--- config.mk ---
export PLATFORM = sky130hd
export DESIGN_NAME = alu_arbiter_ctrl
export DESIGN_NICKNAME = d
export VERILOG_FILES = /design/src/rtl/alu_arbiter_ctrl.sv
export SDC_FILE = /design/constraint.sdc
export NUM_CORES = 1
export LEC_CHECK = 0
export ABC_CLOCK_PERIOD_IN_PS = 2500
export BUFFER_PORTS_ARGS = -buffer_cell sky130_fd_sc_hd__clkbuf_2
export CORE_ASPECT_RATIO = 1.1
export CORE_MARGIN = 2
export CORE_UTILIZATION = 40
export CTS_CLUSTER_SIZE = 30
export DETAILED_ROUTE_END_ITERATION = 10
export PLACE_DENSITY = 0.69
export SYNTH_ARGS = -nofsm -noshare
export SYNTH_HDL_FRONTEND = slang
export SYNTH_SLANG_ARGS = --single-unit
--- constraint.sdc ---
create_clock -name clk -period 2.5 [get_ports clk]
set_input_delay 0.125 -clock clk [delete_from_list [all_inputs] [get_ports clk]]
set_output_delay 0.125 -clock clk [all_outputs]
set_load 0.02 [all_outputs]
--- src/rtl/alu_arbiter_ctrl.sv ---
// -----------------------------------------------------------------------------
// alu_arbiter_ctrl
//
// Shares one purely combinational ALU between two requesters. Requester 0 is
// the switch/button front-end and requester 1 is the self-test pattern
// generator. The block does the following:
//   - picks a requester round-robin,
//   - registers the granted operands and opcode onto the ALU inputs,
//   - holds them for SETTLE cycles,
//   - captures the ALU output,
//   - returns it, tagged with the requester id, on a valid/ready channel.
// Only one operation is ever in flight.
//
// Ports:
//   clk, reset_n            system clock; synchronous active-low reset
//   reqN_valid/ready        request handshake per requester (N = 0, 1);
//                           ready is combinational
//   reqN_a/b/op             operands and opcode, sampled only on handshake
//   alu_a/alu_b/alu_op      registered ALU inputs
//   alu_y                   combinational ALU result
//   rsp_valid/ready         response handshake
//   rsp_id/y/err            owner id, captured result, illegal-opcode flag
//   busy                    high whenever an operation is in progress
// -----------------------------------------------------------------------------
module alu_arbiter_ctrl #(
    parameter int WIDTH   = 4,
    parameter int OPW     = 3,
    parameter int NUM_OPS = 6,
    parameter int SETTLE  = 1
) (
    input  logic             clk,
    input  logic             reset_n,
    input  logic             req0_valid,
    output logic             req0_ready,
    input  logic [WIDTH-1:0] req0_a,
    input  logic [WIDTH-1:0] req0_b,
    input  logic [OPW-1:0]   req0_op,
    input  logic             req1_valid,
    output logic             req1_ready,
    input  logic [WIDTH-1:0] req1_a,
    input  logic [WIDTH-1:0] req1_b,
    input  logic [OPW-1:0]   req1_op,
    output logic [WIDTH-1:0] alu_a,
    output logic [WIDTH-1:0] alu_b,
    output logic [OPW-1:0]   alu_op,
    input  logic [WIDTH-1:0] alu_y,
    output logic             rsp_valid,
    input  logic             rsp_ready,
    output logic             rsp_id,
    output logic [WIDTH-1:0] rsp_y,
    output logic             rsp_err,
    output logic             busy
);

    localparam int CNT_W = (SETTLE > 1) ? $clog2(SETTLE) : 1;

    // One extra bit so that NUM_OPS == 2**OPW is still representable.
    localparam logic [OPW:0] NUM_OPS_W = (OPW + 1)'(NUM_OPS);

    typedef enum logic [1:0] {
        ST_IDLE,
        ST_SETTLE,
        ST_RESP
    } state_e;

    state_e             state_q,      state_d;
    logic [CNT_W-1:0]   cnt_q,        cnt_d;
    logic               last_grant_q, last_grant_d;
    logic [WIDTH-1:0]   alu_a_q,      alu_a_d;
    logic [WIDTH-1:0]   alu_b_q,      alu_b_d;
    logic [OPW-1:0]     alu_op_q,     alu_op_d;
    logic               rsp_valid_q,  rsp_valid_d;
    logic               rsp_id_q,     rsp_id_d;
    logic [WIDTH-1:0]   rsp_y_q,      rsp_y_d;
    logic               rsp_err_q,    rsp_err_d;

    logic               grant;
    logic               accept_en;
    logic               handshake;
    logic [WIDTH-1:0]   sel_a;
    logic [WIDTH-1:0]   sel_b;
    logic [OPW-1:0]     sel_op;

    // Arbitration. Only requester 1 valid -> grant 1. Only requester 0 valid
    // (or none) -> grant 0. Both valid -> the one that did not win last time.
    // Ready is gated by reset_n so that no handshake can complete in a reset
    // cycle.
    always_comb begin
        grant      = (req0_valid && req1_valid) ? ~last_grant_q : req1_valid;
        accept_en  = reset_n && (state_q == ST_IDLE);
        req0_ready = accept_en && req0_valid && !grant;
        req1_ready = accept_en && req1_valid && grant;
        handshake  = req0_ready || req1_ready;
        sel_a      = grant ? req1_a  : req0_a;
        sel_b      = grant ? req1_b  : req0_b;
        sel_op     = grant ? req1_op : req0_op;
    end

    always_comb begin
        // NOTE: every variable written here is defaulted to its held value
        // first, so no path through the case leaves one unassigned (no latch).
        state_d      = state_q;
        cnt_d        = cnt_q;
        last_grant_d = last_grant_q;
        alu_a_d      = alu_a_q;
        alu_b_d      = alu_b_q;
        alu_op_d     = alu_op_q;
        rsp_valid_d  = rsp_valid_q;
        rsp_id_d     = rsp_id_q;
        rsp_y_d      = rsp_y_q;
        rsp_err_d    = rsp_err_q;

        unique case (state_q)
            ST_IDLE: begin
                if (handshake) begin
                    alu_a_d      = sel_a;
                    alu_b_d      = sel_b;
                    alu_op_d     = sel_op;
                    last_grant_d = grant;
                    rsp_id_d     = grant;
                    if ({1'b0, sel_op} < NUM_OPS_W) begin
                        state_d = ST_SETTLE;
                        cnt_d   = CNT_W'(SETTLE - 1);
                    end else begin
                        // Illegal opcode: the ALU result is never looked at,
                        // so respond right away with an error.
                        rsp_err_d   = 1'b1;
                        rsp_y_d     = '0;
                        rsp_valid_d = 1'b1;
                        state_d     = ST_RESP;
                    end
                end
            end
            ST_SETTLE: begin
                if (cnt_q == '0) begin
                    rsp_y_d     = alu_y;
                    rsp_err_d   = 1'b0;
                    rsp_valid_d = 1'b1;
                    state_d     = ST_RESP;
                end else begin
                    cnt_d = cnt_q - 1'b1;
                end
            end
            ST_RESP: begin
                if (rsp_ready) begin
                    rsp_valid_d = 1'b0;
                    state_d     = ST_IDLE;
                end
            end
            default: state_d = ST_IDLE;
        endcase
    end

    // last_grant resets to 1 so that requester 0 wins the first contention.
    always_ff @(posedge clk) begin
        // NOTE: state is updated with non-blocking assignments only, so every
        // flop samples the values from before this edge.
        if (!reset_n) begin
            state_q      <= ST_IDLE;
            cnt_q        <= '0;
            last_grant_q <= 1'b1;
            alu_a_q      <= '0;
            alu_b_q      <= '0;
            alu_op_q     <= '0;
            rsp_valid_q  <= 1'b0;
            rsp_id_q     <= 1'b0;
            rsp_y_q      <= '0;
            rsp_err_q    <= 1'b0;
        end else begin
            state_q      <= state_d;
            cnt_q        <= cnt_d;
            last_grant_q <= last_grant_d;
            alu_a_q      <= alu_a_d;
            alu_b_q      <= alu_b_d;
            alu_op_q     <= alu_op_d;
            rsp_valid_q  <= rsp_valid_d;
            rsp_id_q     <= rsp_id_d;
            rsp_y_q      <= rsp_y_d;
            rsp_err_q    <= rsp_err_d;
        end
    end

    assign alu_a     = alu_a_q;
    assign alu_b     = alu_b_q;
    assign alu_op    = alu_op_q;
    assign rsp_valid = rsp_valid_q;
    assign rsp_id    = rsp_id_q;
    assign rsp_y     = rsp_y_q;
    assign rsp_err   = rsp_err_q;
    assign busy      = (state_q != ST_IDLE);

endmodule

**Word level (Yosys, flattened, before mapping)**

Index checks and enable logic that the tools add are counted.

- Register bits: 22
- Input port bits: 31
- Output and inout port bits: 21
- Logic and storage cells: 61

- Add/subtract/negate cells: 1
- Magnitude comparators: 1
- Eq/ne operators: 7
- Mux-type cells: 24
- Bitwise logic cells: 1
- Reductions and logical operators: 17

Operators by type and width:

| kind | count |
|---|---|
| $mux 4 | 5 |
| $mux 1 | 9 |
| $mux 2 | 4 |
| $ne 2x2->1 const B | 4 |
| $pmux 4 s2 | 1 |
| $logic_and 1x1->1 | 6 |
| $pmux 2 s3 | 1 |
| $reduce_and 3->1 | 2 |
| $reduce_and 5->1 | 1 |
| $pmux 1 s2 | 2 |
| $reduce_and 4->1 | 1 |
| $reduce_bool 2->1 | 2 |
| $lt 3x3->1 const B | 1 |
| $mux 3 | 1 |
| $pmux 1 s3 | 1 |
| $reduce_bool 3->1 | 1 |
| $eq 2x1->1 const B | 1 |
| $eq 2x2->1 const B | 1 |
| $logic_not 2->1 | 1 |
| $ne 2x1->1 const B | 1 |
| $reduce_and 2->1 | 1 |
| $logic_not 1->1 | 1 |
| $logic_or 1x1->1 | 1 |
| $not 1->1 | 1 |
| $sub 1x1->1 const B | 1 |

**Depth between registers and ports, before layout**

- Word-level depth: 7
- Gate-level depth with buffers: 6
- Gate-level depth less buffers: 4

**Worst setup path after synthesis**

OpenSTA, ideal clock, no wires.

- Kind: reg-to-reg
- Start point: register last_grant_q
- End point: register state_q[1]
- Library setup time: 0.120 ns
- Data arrival time: 1.155 ns
- Data required time: 2.380 ns
- Path slack: 1.225 ns
- Stages on the path, launching flop included: 5
- Buffers on the path: 0
- Clock period less this slack: 1.275 ns
- Cells stage by stage: dfxtp_1 a21boi_4 and3_4 o21a_4 o31a_1

- Word-level cells in the longest chain between the ends: 7
- Elaborated cells between the ends (all ways): 13
- Classes of those cells: order compare: 1; eq/ne: 1; mux: 5; bitwise: 1; reduce/logical: 5

Ends and longest elaborated chain:

| element | line | text |
|---|---|---|
| from (decl) | 68 | `logic last_grant_q, last_grant_d;` |
| from (signal assigned) | 172 | `last_grant_q <= last_grant_d;` |
| $not 1->1 * | 89 | `grant = (req0_valid && req1_valid) ? ~last_grant_q : req1_valid;` |
| $mux 1 * | 89 |  |
| $mux 3 or $logic_not 1->1 (tied branches) | 96, 91 |  |
| $lt 3x3->1 or $logic_and 1x1->1 (tied branches) | 121, 91 |  |
| $mux 2 or $logic_or 1x1->1 (tied branches) | 121, 93 |  |
| $mux 2 or $ne 2x2->1 (tied branches) | n/a |  |
| $pmux 2 s3 or $reduce_and 3->1 (tied branches) | n/a |  |
| to (signal assigned) | 170 | `state_q <= state_d;` |
| to (decl) | 66 | `state_e state_q, state_d;` |

Mark *: on every way between the ends. The rest lies on a longest branch, timed or not. The select of a mux whose other input is x is not followed.
A chain may end at the register's enable or synchronous reset.

**Worst setup path in the final report**

- Start point: register last_grant_q
- End point: output port req1_ready

- Word-level cells in the longest chain between the ends: 3

Ends and longest elaborated chain:

| element | line | text |
|---|---|---|
| $not 1->1 | 89 |  |
| $mux 1 | 89 |  |
| $logic_and 1x1->1 | 92 | `req1_ready = accept_en && req1_valid && grant;` |
| to (decl) | 39 | `output logic req1_ready,` |

Every way passes these cells.

==> impl_metrics.py <==
metrics = {
    "run_status": {
        "status": "completed",
    },
    "yosys": {
        "synth_sequential_area_ratio_pct": 41.6,
        "syn-instance-count": 104,
        "syn_area_per_cell_um2": 9.71,
        "synth-warning-count": 0,
        "ys_seq_elements": 21,
        "post_synth_num_cell_types": 23,
        "post_synth_instance_area_mm2": 0.00101,
        "post_synthesis_net_count": 135,
    },
    "grt": {
        "number_of_antenna_violations_at_the_first_check_in_global_routing": 0,
        "globalRouteOverflowTotal": 0,
        "wire_length_of_the_first_global_routing_pass_um": 3740,
        "grt_max_degree": 32,
        "first_global_vias": 889,
        "groute.usage.overall_pct": 16.5,
    },
    "power": {
        "p_per_area_mw_per_mm2": 589,
        "power_uw": 767,
        "p_leak_uw": 0.000732,
        "power.ir.vdd_worst_v": 0.000441,
    },
    "floorplanning": {
        "design.portCount": 52,
        "die-area_mm2": 0.00294,
        "design.core.area_mm2": 0.00245,
        "initial_core_util_pct": 41.2,
        "fp-row-count": 19,
        "chip_width_um": 51.9,
        "die_height_um": 56.7,
    },
    "timing": {
        "drv_slew": 0,
        "timing.final.crit_period_ns": 1.71,
        "final_setup_violation_count": 0,
        "fin_setup_tns_ns": 0,
        "clock_skew_ns": 0.00570,
        "hold_violations": 0,
        "maxClockFrequency_mhz": 583,
        "worst_pin_slew_ns": 0.591,
        "slew_headroom_pct": 60.5,
        "timing.final.crit_share_pct": 68.6,
        "setup_ws_post_layout_ns": 0.786,
        "rsz0062_at_grt": "no",
    },
    "worst_setup_path": {
        "crit_type": "register to primary output",
        "required_ns": 2.38,
        "largest_fanout_on_the_critical_path": 16,
        "crit_chain": "a21boi_4 > and3_1 > clkbuf_2",
        "critPathArrivalTime_ns": 1.59,
        "largest_stage_delay_on_the_critical_path_ns": 0.51,
        "cp_slowest_cell": "sky130_fd_sc_hd__a21boi_4",
        "timing.critical_path.to_type": "primary output",
        "worst_setup_path_start_kind": "register",
    },
    "drt": {
        "drt-total-wl_um": 2160,
        "post-route-drc-count": 0,
        "drt_first_pass_iters": 4,
        "viasPerCell": 5.12,
        "drt-wirelength-per-cell_um": 11.8,
        "final_antenna_net_count": 0,
        "routed-via-count": 942,
        "initialDrtViolationCount": 7,
    },
    "layout": {
        "area.growth.synth_to_final_pct": 28.9,
        "layout.cells.most_common": "sky130_fd_sc_hd__clkbuf_2",
        "layout.nets": 185,
        "post_route_cells_drive_above_1_share_pct": 38.6,
        "layout_common_cells": "sky130_fd_sc_hd__clkbuf_2, sky130_fd_sc_hd__dfxtp_1, sky130_fd_sc_hd__nand2_1",
        "antenna_cells": 0,
        "final-instance-count-excl-fill": 184,
    },
    "clock_network": {
        "cts_made_buffers": 3,
        "clkTransAtPathRegs_ns": 0.11,
        "numClockSinks": 21,
        "cts_hold_buf": 0,
        "clock-root-buffer": "sky130_fd_sc_hd__clkbuf_4",
        "max-clock-path-buffers": 2,
        "clk-insertion-delay-late_ns": 0.29,
        "post_cts_resize_count": 0,
        "post_cts_setup_buffer_count": 0,
        "tritoncts": "yes",
        "cts_htree_levels": 1,
    },
    "run": {
        "timing.max_cap.violations": 0,
    },
    "placed_design": {
        "dp.cells": 180,
        "worst_setup_timing_slack_at_the_placement_stage_ns": 0.821,
        "place.port_buffers": 51,
        "routabilityCongestion": 0.673,
        "detailedPlacementHpwl_um": 1650,
    },
    "min_path": {
        "worstHoldPathType": "input pin to register",
    },
}
final timing paths:
path	startpoint	endpoint	slack [ns]	depth (start not counted)
worst max-delay path	last_grant_q	req1_ready	0.79	3
worst min register to register	alu_op[0]	alu_op[0]	0.51	1
worst min-delay path	alu_y[1]	rsp_y[1]	0.08	3
worst max register to register	last_grant_q	state_q[1]	0.80	4
worst max-delay path, delay by kind of cell, from the launching register on:
family / cells / cell delay, ns
buf+inv: 1 / 0.17
flops: 1 / 0.36
simple gates: 1 / 0.25
compound gates: 1 / 0.51
area by class of cell:
type,instances,area [um^2]
multi-input combinational,73,542
inverter,3,11.3
clock buffer,4,26.3
sequential,21,420
tap,31,38.8
fill,242,1150
timing repair buffer,52,263
sequential cells by signal, summed over array words and instances, names as in the netlist:
signal / count
rsp_id: 1
rsp_err: 1
alu_op: 3
rsp_y: 4
last_grant_q: 1
alu_b: 4
alu_a: 4
state_q: 2
rsp_valid: 1
cell usage after synthesis:
cell type | count | area (um^2)
sky130_fd_sc_hd__dfxtp_1 | 21 | 420
sky130_fd_sc_hd__nand2_1 | 16 | 60.1
sky130_fd_sc_hd__o211a_1 | 13 | 130
sky130_fd_sc_hd__mux2i_1 | 11 | 110
sky130_fd_sc_hd__nand3_1 | 9 | 45.0
sky130_fd_sc_hd__o211ai_1 | 5 | 37.5
sky130_fd_sc_hd__nand3b_1 | 4 | 30.0
sky130_fd_sc_hd__clkbuf_1 | 3 | 11.3
sky130_fd_sc_hd__inv_1 | 3 | 11.3
sky130_fd_sc_hd__buf_2 | 2 | 10.0
sky130_fd_sc_hd__buf_4 | 2 | 15.0
sky130_fd_sc_hd__nor2_1 | 2 | 7.51
sky130_fd_sc_hd__nor2b_1 | 2 | 12.5
sky130_fd_sc_hd__nor3b_1 | 2 | 15.0
sky130_fd_sc_hd__a21boi_4 | 1 | 18.8
sky130_fd_sc_hd__a22oi_1 | 1 | 7.51
sky130_fd_sc_hd__and3_1 | 1 | 6.26
sky130_fd_sc_hd__and3_4 | 1 | 11.3
sky130_fd_sc_hd__nor2_4 | 1 | 11.3
sky130_fd_sc_hd__o21a_4 | 1 | 15.0
sky130_fd_sc_hd__o21ai_0 | 1 | 5.00
sky130_fd_sc_hd__o311a_1 | 1 | 10.0
sky130_fd_sc_hd__o31a_1 | 1 | 8.76
metrics by stage:
step	hold slack (ns)	utilization, %	cell area (um^2)
after floorplan	0.285	-	1010
after global placement	0.385	52.1	1270
after detailed placement	0.390	52.1	1270
after CTS	0.0705	53.1	1300
after global routing	0.0865	53.1	1300
final	0.0844	53.1	1300
power by group:
group	leakage [uW]	switching, uW	internal (uW)
Clock	0.0000150	97.2	62.0
Sequential	0.000173	27.1	369
Combinational	0.000544	120	91.8
metal layers:
metal	GRT usage, %	vias to the layer above	share of wire (%)
li1	-	478	-
met1	20.2	421	46
met3	3.99	2	8.8
met4	6.77	0	0.74
met2	27.1	41	45
met5	0	-	0
logic make-up (layout without fill, tap and decap cells):
logic type / after synthesis / count (layout) / share of synthesized area (%)
multiplexers: 11 / 11 / 10.9
AO/OA/AOI/OAI: 24 / 24 / 23.0
buffers and inverters: 10 / 59 / 4.71
AND/OR/NAND/NOR: 38 / 38 / 19.7
flip-flops: 21 / 21 / 41.6
No activity file was read; power rests on OpenSTA's default activity.
